File: src/rtl/sdram_arbiter_pkg.sv
`default_nettype none
// ============================================================================
//  Module   : sdram_arbiter_pkg
//  Purpose  : Shared definitions for the SDRAM command-port arbiter:
//             FSM state encodings, requester port identifiers and the
//             default starvation / timeout limits.
//  Ports    : none (package)
//  Revision : 1.0  initial release
// ============================================================================
package sdram_arbiter_pkg;

  typedef enum logic [1:0] {
    ST_IDLE  = 2'd0,
    ST_ISSUE = 2'd1,
    ST_WAIT  = 2'd2,
    ST_ACK   = 2'd3
  } state_t;

  typedef enum logic [1:0] {
    PORT_VDP = 2'd0,
    PORT_CPU = 2'd1,
    PORT_MC  = 2'd2
  } port_t;

  localparam int STARVE_LIMIT_DEF = 4;
  localparam int TIMEOUT_DEF      = 255;

endpackage
`default_nettype wire

File: src/rtl/sdram_arb_pick.sv
`default_nettype none
// ============================================================================
//  Module   : sdram_arb_pick
//  Purpose  : Winner selection for the SDRAM arbiter. VDP has priority
//             unless the low ports have been starved for STARVE_LIMIT
//             consecutive VDP grants; CPU and micom share round robin.
//  Ports    : clk, reset_n      clock / async active-low reset
//             en                arbitration allowed this cycle
//             vdp_req/cpu_req/mc_req  pending requests
//             grant_valid       a winner is chosen (only while en)
//             grant_port        the winner
//  Revision : 1.0  initial release
// ============================================================================
module sdram_arb_pick
  import sdram_arbiter_pkg::*;
#(
  parameter int STARVE_LIMIT = STARVE_LIMIT_DEF
) (
  input  logic  clk,
  input  logic  reset_n,
  input  logic  en,
  input  logic  vdp_req,
  input  logic  cpu_req,
  input  logic  mc_req,
  output logic  grant_valid,
  output port_t grant_port
);

  localparam int SW = (STARVE_LIMIT < 1) ? 1 : $clog2(STARVE_LIMIT + 1);
  localparam logic [SW-1:0] LIMIT = SW'(STARVE_LIMIT);

  logic          rr_mc;        // 0: CPU preferred next, 1: micom preferred next
  logic [SW-1:0] starve_cnt;
  logic          low_wait;
  logic          starved;
  port_t         low_port;

  always_comb begin
    low_wait    = cpu_req | mc_req;
    starved     = low_wait && (starve_cnt == LIMIT);
    if (cpu_req && mc_req) begin
      low_port = rr_mc ? PORT_MC : PORT_CPU;
    end else if (cpu_req) begin
      low_port = PORT_CPU;
    end else begin
      low_port = PORT_MC;
    end
    grant_valid = 1'b0;
    grant_port  = PORT_VDP;
    if (en) begin
      if (vdp_req && !starved) begin
        grant_valid = 1'b1;
        grant_port  = PORT_VDP;
      end else if (low_wait) begin
        grant_valid = 1'b1;
        grant_port  = low_port;
      end
    end
  end

  always_ff @(posedge clk or negedge reset_n) begin
    if (!reset_n) begin
      rr_mc      <= 1'b0;
      starve_cnt <= '0;
    end else begin
      if (grant_valid && grant_port == PORT_CPU) begin
        rr_mc <= 1'b1;
      end else if (grant_valid && grant_port == PORT_MC) begin
        rr_mc <= 1'b0;
      end
      // Count only VDP grants that overtook a waiting low port.
      if (!low_wait) begin
        starve_cnt <= '0;
      end else if (grant_valid) begin
        if (grant_port == PORT_VDP) begin
          if (starve_cnt != LIMIT) begin
            starve_cnt <= starve_cnt + 1'b1;
          end
        end else begin
          starve_cnt <= '0;
        end
      end
    end
  end

endmodule
`default_nettype wire

File: src/rtl/sdram_arbiter.sv
`default_nettype none
// ============================================================================
//  Module   : sdram_arbiter
//  Purpose  : Shares the single ip_sdram command port between VDP, the Z80
//             memory path and the micom loader. One access at a time:
//             IDLE -> ISSUE -> WAIT -> ACK, with a done timeout.
//  Ports    : clk, reset_n                     clock / async active-low reset
//             vdp_*   VDP requester (17-bit word address, 16-bit read data)
//             cpu_*   Z80 requester (23-bit address, byte read data)
//             mc_*    micom loader (writes only)
//             mem_*   command / response interface to ip_sdram
//             timeout_err                     sticky done-timeout flag
//  Revision : 1.0  initial release
// ============================================================================
module sdram_arbiter
  import sdram_arbiter_pkg::*;
#(
  parameter logic [22:0] VDP_BASE     = 23'h000000,
  parameter int          STARVE_LIMIT = STARVE_LIMIT_DEF,
  parameter int          TIMEOUT      = TIMEOUT_DEF
) (
  input  logic        clk,
  input  logic        reset_n,
  input  logic        vdp_req,
  input  logic        vdp_write,
  input  logic [16:0] vdp_address,
  input  logic [7:0]  vdp_wdata,
  output logic [15:0] vdp_rdata,
  output logic        vdp_ack,
  input  logic        cpu_req,
  input  logic        cpu_write,
  input  logic [22:0] cpu_address,
  input  logic [7:0]  cpu_wdata,
  output logic [7:0]  cpu_rdata,
  output logic        cpu_ack,
  input  logic        mc_req,
  input  logic [22:0] mc_address,
  input  logic [7:0]  mc_wdata,
  output logic        mc_ack,
  input  logic        mem_busy,
  output logic        mem_req,
  output logic        mem_write,
  output logic [22:0] mem_address,
  output logic [7:0]  mem_wdata,
  input  logic [15:0] mem_rdata,
  input  logic        mem_done,
  output logic        timeout_err
);

  state_t      state;
  state_t      state_nx;
  port_t       owner;
  port_t       grant_port;
  logic        grant_valid;
  logic        hold;
  logic        arb_en;
  logic        timed_out;
  logic [7:0]  tcnt;
  logic [15:0] rd_buf;
  logic [22:0] vdp_addr_ext;

  // The ack cycle is the first IDLE cycle; the served requester still holds
  // req there, so no arbitration happens until it has had a chance to drop.
  assign hold         = vdp_ack | cpu_ack | mc_ack;
  assign arb_en       = (state == ST_IDLE) && !mem_busy && !hold;
  assign timed_out    = (tcnt == 8'(TIMEOUT));
  assign vdp_addr_ext = VDP_BASE + {6'b0, vdp_address};  // wraps modulo 2^23

  sdram_arb_pick #(
    .STARVE_LIMIT (STARVE_LIMIT)
  ) u_pick (
    .clk         (clk),
    .reset_n     (reset_n),
    .en          (arb_en),
    .vdp_req     (vdp_req),
    .cpu_req     (cpu_req),
    .mc_req      (mc_req),
    .grant_valid (grant_valid),
    .grant_port  (grant_port)
  );

  always_comb begin
    state_nx = state;
    case (state)
      ST_IDLE:  if (grant_valid) state_nx = ST_ISSUE;
      ST_ISSUE: state_nx = ST_WAIT;
      ST_WAIT:  if (mem_done || timed_out) state_nx = ST_ACK;
      ST_ACK:   state_nx = ST_IDLE;
      default:  state_nx = ST_IDLE;
    endcase
  end

  always_ff @(posedge clk or negedge reset_n) begin
    if (!reset_n) begin
      state <= ST_IDLE;
    end else begin
      state <= state_nx;
    end
  end

  always_ff @(posedge clk or negedge reset_n) begin
    if (!reset_n) begin
      owner       <= PORT_VDP;
      mem_req     <= 1'b0;
      mem_write   <= 1'b0;
      mem_address <= '0;
      mem_wdata   <= '0;
      tcnt        <= '0;
      rd_buf      <= '0;
      vdp_rdata   <= '0;
      cpu_rdata   <= '0;
      vdp_ack     <= 1'b0;
      cpu_ack     <= 1'b0;
      mc_ack      <= 1'b0;
      timeout_err <= 1'b0;
    end else begin
      mem_req <= (state == ST_ISSUE);
      vdp_ack <= 1'b0;
      cpu_ack <= 1'b0;
      mc_ack  <= 1'b0;
      case (state)
        ST_IDLE: begin
          if (grant_valid) begin
            owner <= grant_port;
            case (grant_port)
              PORT_VDP: begin
                mem_write   <= vdp_write;
                mem_address <= vdp_addr_ext;
                mem_wdata   <= vdp_wdata;
              end
              PORT_CPU: begin
                mem_write   <= cpu_write;
                mem_address <= cpu_address;
                mem_wdata   <= cpu_wdata;
              end
              default: begin
                mem_write   <= 1'b1;
                mem_address <= mc_address;
                mem_wdata   <= mc_wdata;
              end
            endcase
          end
        end
        ST_ISSUE: tcnt <= '0;
        ST_WAIT: begin
          if (mem_done) begin
            rd_buf <= mem_rdata;
          end else if (timed_out) begin
            rd_buf      <= '1;
            timeout_err <= 1'b1;
          end else begin
            tcnt <= tcnt + 1'b1;
          end
        end
        ST_ACK: begin
          case (owner)
            PORT_VDP: begin
              vdp_ack   <= 1'b1;
              vdp_rdata <= rd_buf;
            end
            PORT_CPU: begin
              cpu_ack   <= 1'b1;
              cpu_rdata <= mem_address[0] ? rd_buf[15:8] : rd_buf[7:0];
            end
            default: mc_ack <= 1'b1;
          endcase
        end
        default: ;
      endcase
    end
  end

endmodule
`default_nettype wire

File: config.mk
export PLATFORM = sky130hd
export DESIGN_NAME = sdram_arbiter
export DESIGN_NICKNAME = d
export VERILOG_FILES = /design/src/rtl/sdram_arbiter_pkg.sv /design/src/rtl/sdram_arb_pick.sv /design/src/rtl/sdram_arbiter.sv
export SDC_FILE = /design/constraint.sdc
export NUM_CORES = 1
export LEC_CHECK = 0
export BUFFER_PORTS_ARGS = -buffer_cell sky130_fd_sc_hd__buf_2
export CAP_MARGIN = 0
export CORE_UTILIZATION = 45
export DETAILED_ROUTE_END_ITERATION = 7
export PLACE_DENSITY = 0.81
export SLEW_MARGIN = 15
export SYNTH_ARGS = -nofsm -noshare
export SYNTH_HDL_FRONTEND = slang
export SYNTH_SLANG_ARGS = --single-unit
File: constraint.sdc
create_clock -name clk -period 3 [get_ports clk]
set_clock_uncertainty 0.2 [all_clocks]
set_input_delay 0.45 -clock clk [delete_from_list [all_inputs] [get_ports clk]]
set_output_delay 0.45 -clock clk [all_outputs]
set_load 0.05 [all_outputs]
==> impl_metrics.ini <==
[final_layout]
layout.nets = 646
area_delta_synth_final_pct = 28.62
nFillCells = 739
diodes = 0
multi_input_area_mm2 = 0.001662
register_area_mm2 = 0.002327
drive_gt1_share_pct = 41.81
stdcell_area_mm2 = 0.005325

[synth]
syn_area_mm2 = 0.004140
synth.net_count = 475
synth_seq_area_share_pct = 56.21
synth_edf_count = 0
synth-main-ff-cell = dfrtp_1
synth_seq_cells = 93
yosys_warnings = 0
synthCells = 355
syn_avg_cell_area_um2 = 11.66
synth_cell_types = 45
synthArstFlopShare_pct = 100.0

[sta]
fin_crit_ns = 2.423
max_freq_mhz = 412.7
hold_violations = 0
final-max-slew-violation-count = 0
worst_pin_slew_ns = 0.8189
rsz0062_at_grt = false
max_slew_margin_pct = 44.92
tns_ns = 0
setup_violations = 0
fin_crit_sh_pct = 80.77

[die]
die_h_um = 97.92
die_w_um = 97.92
start_util_pct = 47.02
core.rowCount = 34
dieArea_mm2 = 0.009588
core_area_mm2 = 0.008806
io_pins = 173

[placed_design]
dp_hpwl_um = 7739
place_congestion = 0.8107
placed_area_mm2 = 0.005101
numPortBuffers = 172

[worst_setup_path]
crit_start = state[0]
startpoint_type = register
max_stage_delay_ns = 0.44
cp.required_ns = 3.05
crit_slowest_cell = or3_1
timing.rr.start = state[0]
worstSetupPathType = reg2reg
path_common_cell = inv_1
cp_max_fo = 32
critPathArrivalTime_ns = 2.47
cp-end-kind = register
crit_chain = inv_1 > ha_1 > inv_1 > or3_1 > buf_4 > a221o_1

[clock_network]
cts-root-buf = clkbuf_8
h-tree-depth = 3
cts_tree = done
cts_resized = 0
cts_setup_buffers = 0
clk_pin_slew_ns = 0.10
clock-sinks = 93
cts_buffers = 9
ctsHoldBuffers = 1
clk_latency_ns = 0.35
clock_path_buffers = 2

[global_routing]
grt_pass1_wl_um = 17290
overflow = 0
antenna_found_initial = 0
grtUsageTotal_pct = 22.84
grt_start_max_net_pins = 49
grt_pass1_vias = 3591

[route]
drc = 19
postRouteAntennaNets = 0
vias = 3591
wire_per_inst_um = 16.63
drtPass1Iterations = 8
wirelength_um = 10630
first_iter_violations = 172
via_per_inst = 5.620

[min_path]
min_path_type = in2reg
holdCritStartpoint = cpu_address[18]

[pwr]
powerDensity_mw_per_mm2 = 1132
vdd_drop_max_v = 0.0006733
cellLeakagePower_nw = 2.660

[run_status]
outcome = complete, but fails checks
violations = design-rule violations

[run]
cap_violations = 0
## where the power goes
part	leakage, nW	internal (mW)	total [mW]	switching, mW
clock network	0.110	0.409	0.892	0.483
registers	1.14	1.78	2.14	0.357
logic	1.41	0.902	3.00	2.10
total	2.66	3.09	6.03	2.94
## metrics by stage
stage               power, mW  instances  setup WS, ns  util, %  hold slack, ns
floorplan               4.385        355        0.6803        -        -0.04559
global placement        5.056        622        0.5395    57.93          0.2398
detailed placement      5.173        622        0.4727    57.93          0.2487
global route            6.357        639        0.4047    60.47         0.07190
finish                  6.026        639        0.5769    60.47         0.07959
CTS                     6.074        639        0.5534    60.47         0.06165
## routing by layer
layer	vias up	global-route usage [%]	part of all wire (%)
met1	1748	29.95	41
met4	0	7.459	1.3
met3	15	3.937	8.0
met5	-	0	0
met2	147	38.57	50
li1	1681	-	-
## registers in the layout, indices dropped and copies added (netlist names)
signal             count
mem_address           23
rd_buf                16
u_pick.rr_mc           1
tcnt                   8
cpu_rdata              8
mem_wdata              8
timeout_err            1
mem_req                1
u_pick.starve_cnt      3
cpu_ack                1
mem_write              1
mc_ack                 1
vdp_rdata             16
state                  2
vdp_ack                1
owner                  2
## synth_stat cells, types with 3 or more instances
master,instances,share of area (%)
nor2_1,6,0.54
mux2_2,17,4.6
nand2_1,52,4.7
inv_1,11,1.0
buf_2,8,0.97
dfrtp_1,93,56
o211ai_1,3,0.54
mux2i_1,9,2.2
nor3_1,3,0.36
ha_1,8,2.4
o31ai_1,3,0.54
clkbuf_1,9,0.82
a22oi_1,24,4.4
nand3_1,5,0.60
o21ai_0,14,1.7
o22a_1,16,3.4
buf_6,4,1.1
nand4_1,4,0.60
a21oi_1,4,0.48
a32oi_1,30,6.3
and2_1,3,0.45
## layout by cell type (no fill, tap or decap), types with 2 or more instances in the layout
master and count:
a21o_2 2, a21oi_1 4, a22oi_1 24, a32oi_1 30, and2_1 3, buf_2 171
buf_4 8, clkbuf_8 9, clkinv_4 2, dfrtp_1 93, ha_1 8, inv_1 11
inv_8 3, mux2_2 17, mux2i_1 9, nand2_1 52, nand3_1 5, nand4_1 4
nor2_1 6, nor2b_1 2, nor3_1 2, o211ai_1 3, o21ai_0 14, o22a_1 16
o31ai_1 3, or3_1 2, xor2_1 2
## kinds of logic after synthesis
family,count (synthesis),share of synthesized area [%]
fa+ha+maj,8,2.418
buf+inv,32,3.868
mux,26,6.800
flops,93,56.21
compound gates,107,20.07
simple gates,87,10.21
xor+xnor,2,0.4232
## critical path, delay by kind of cell (launching register included)
family,cells,cell delay (ns)
compound gates,1,0.38
fa+ha+maj,1,0.33
buf+inv,3,0.55
flops,1,0.42
simple gates,1,0.44
## path summary, 6_finish.rpt
kind | to | slack (ns) | cells after the start
setup reg to reg | mem_wdata[0] | 0.58 | 6
hold reg to reg | timeout_err | 0.27 | 1
min in group asynchronous | rd_buf[0] | 0.44 | 2
max in group asynchronous | tcnt[6] | 1.47 | 3
hold / removal | mem_address[18] | 0.08 | 3
setup / recovery | mem_wdata[0] | 0.58 | 6
## cell type report
class	instances	area share [%]
inverter	11	0.7754
clock inverter	7	1.692
timing repair buffer	181	17.76
sequential	93	43.70
tap	108	2.538
clock buffer	9	2.326
multi-input combinational	230	31.20
Note: power is estimated with default switching activity, not from simulation.
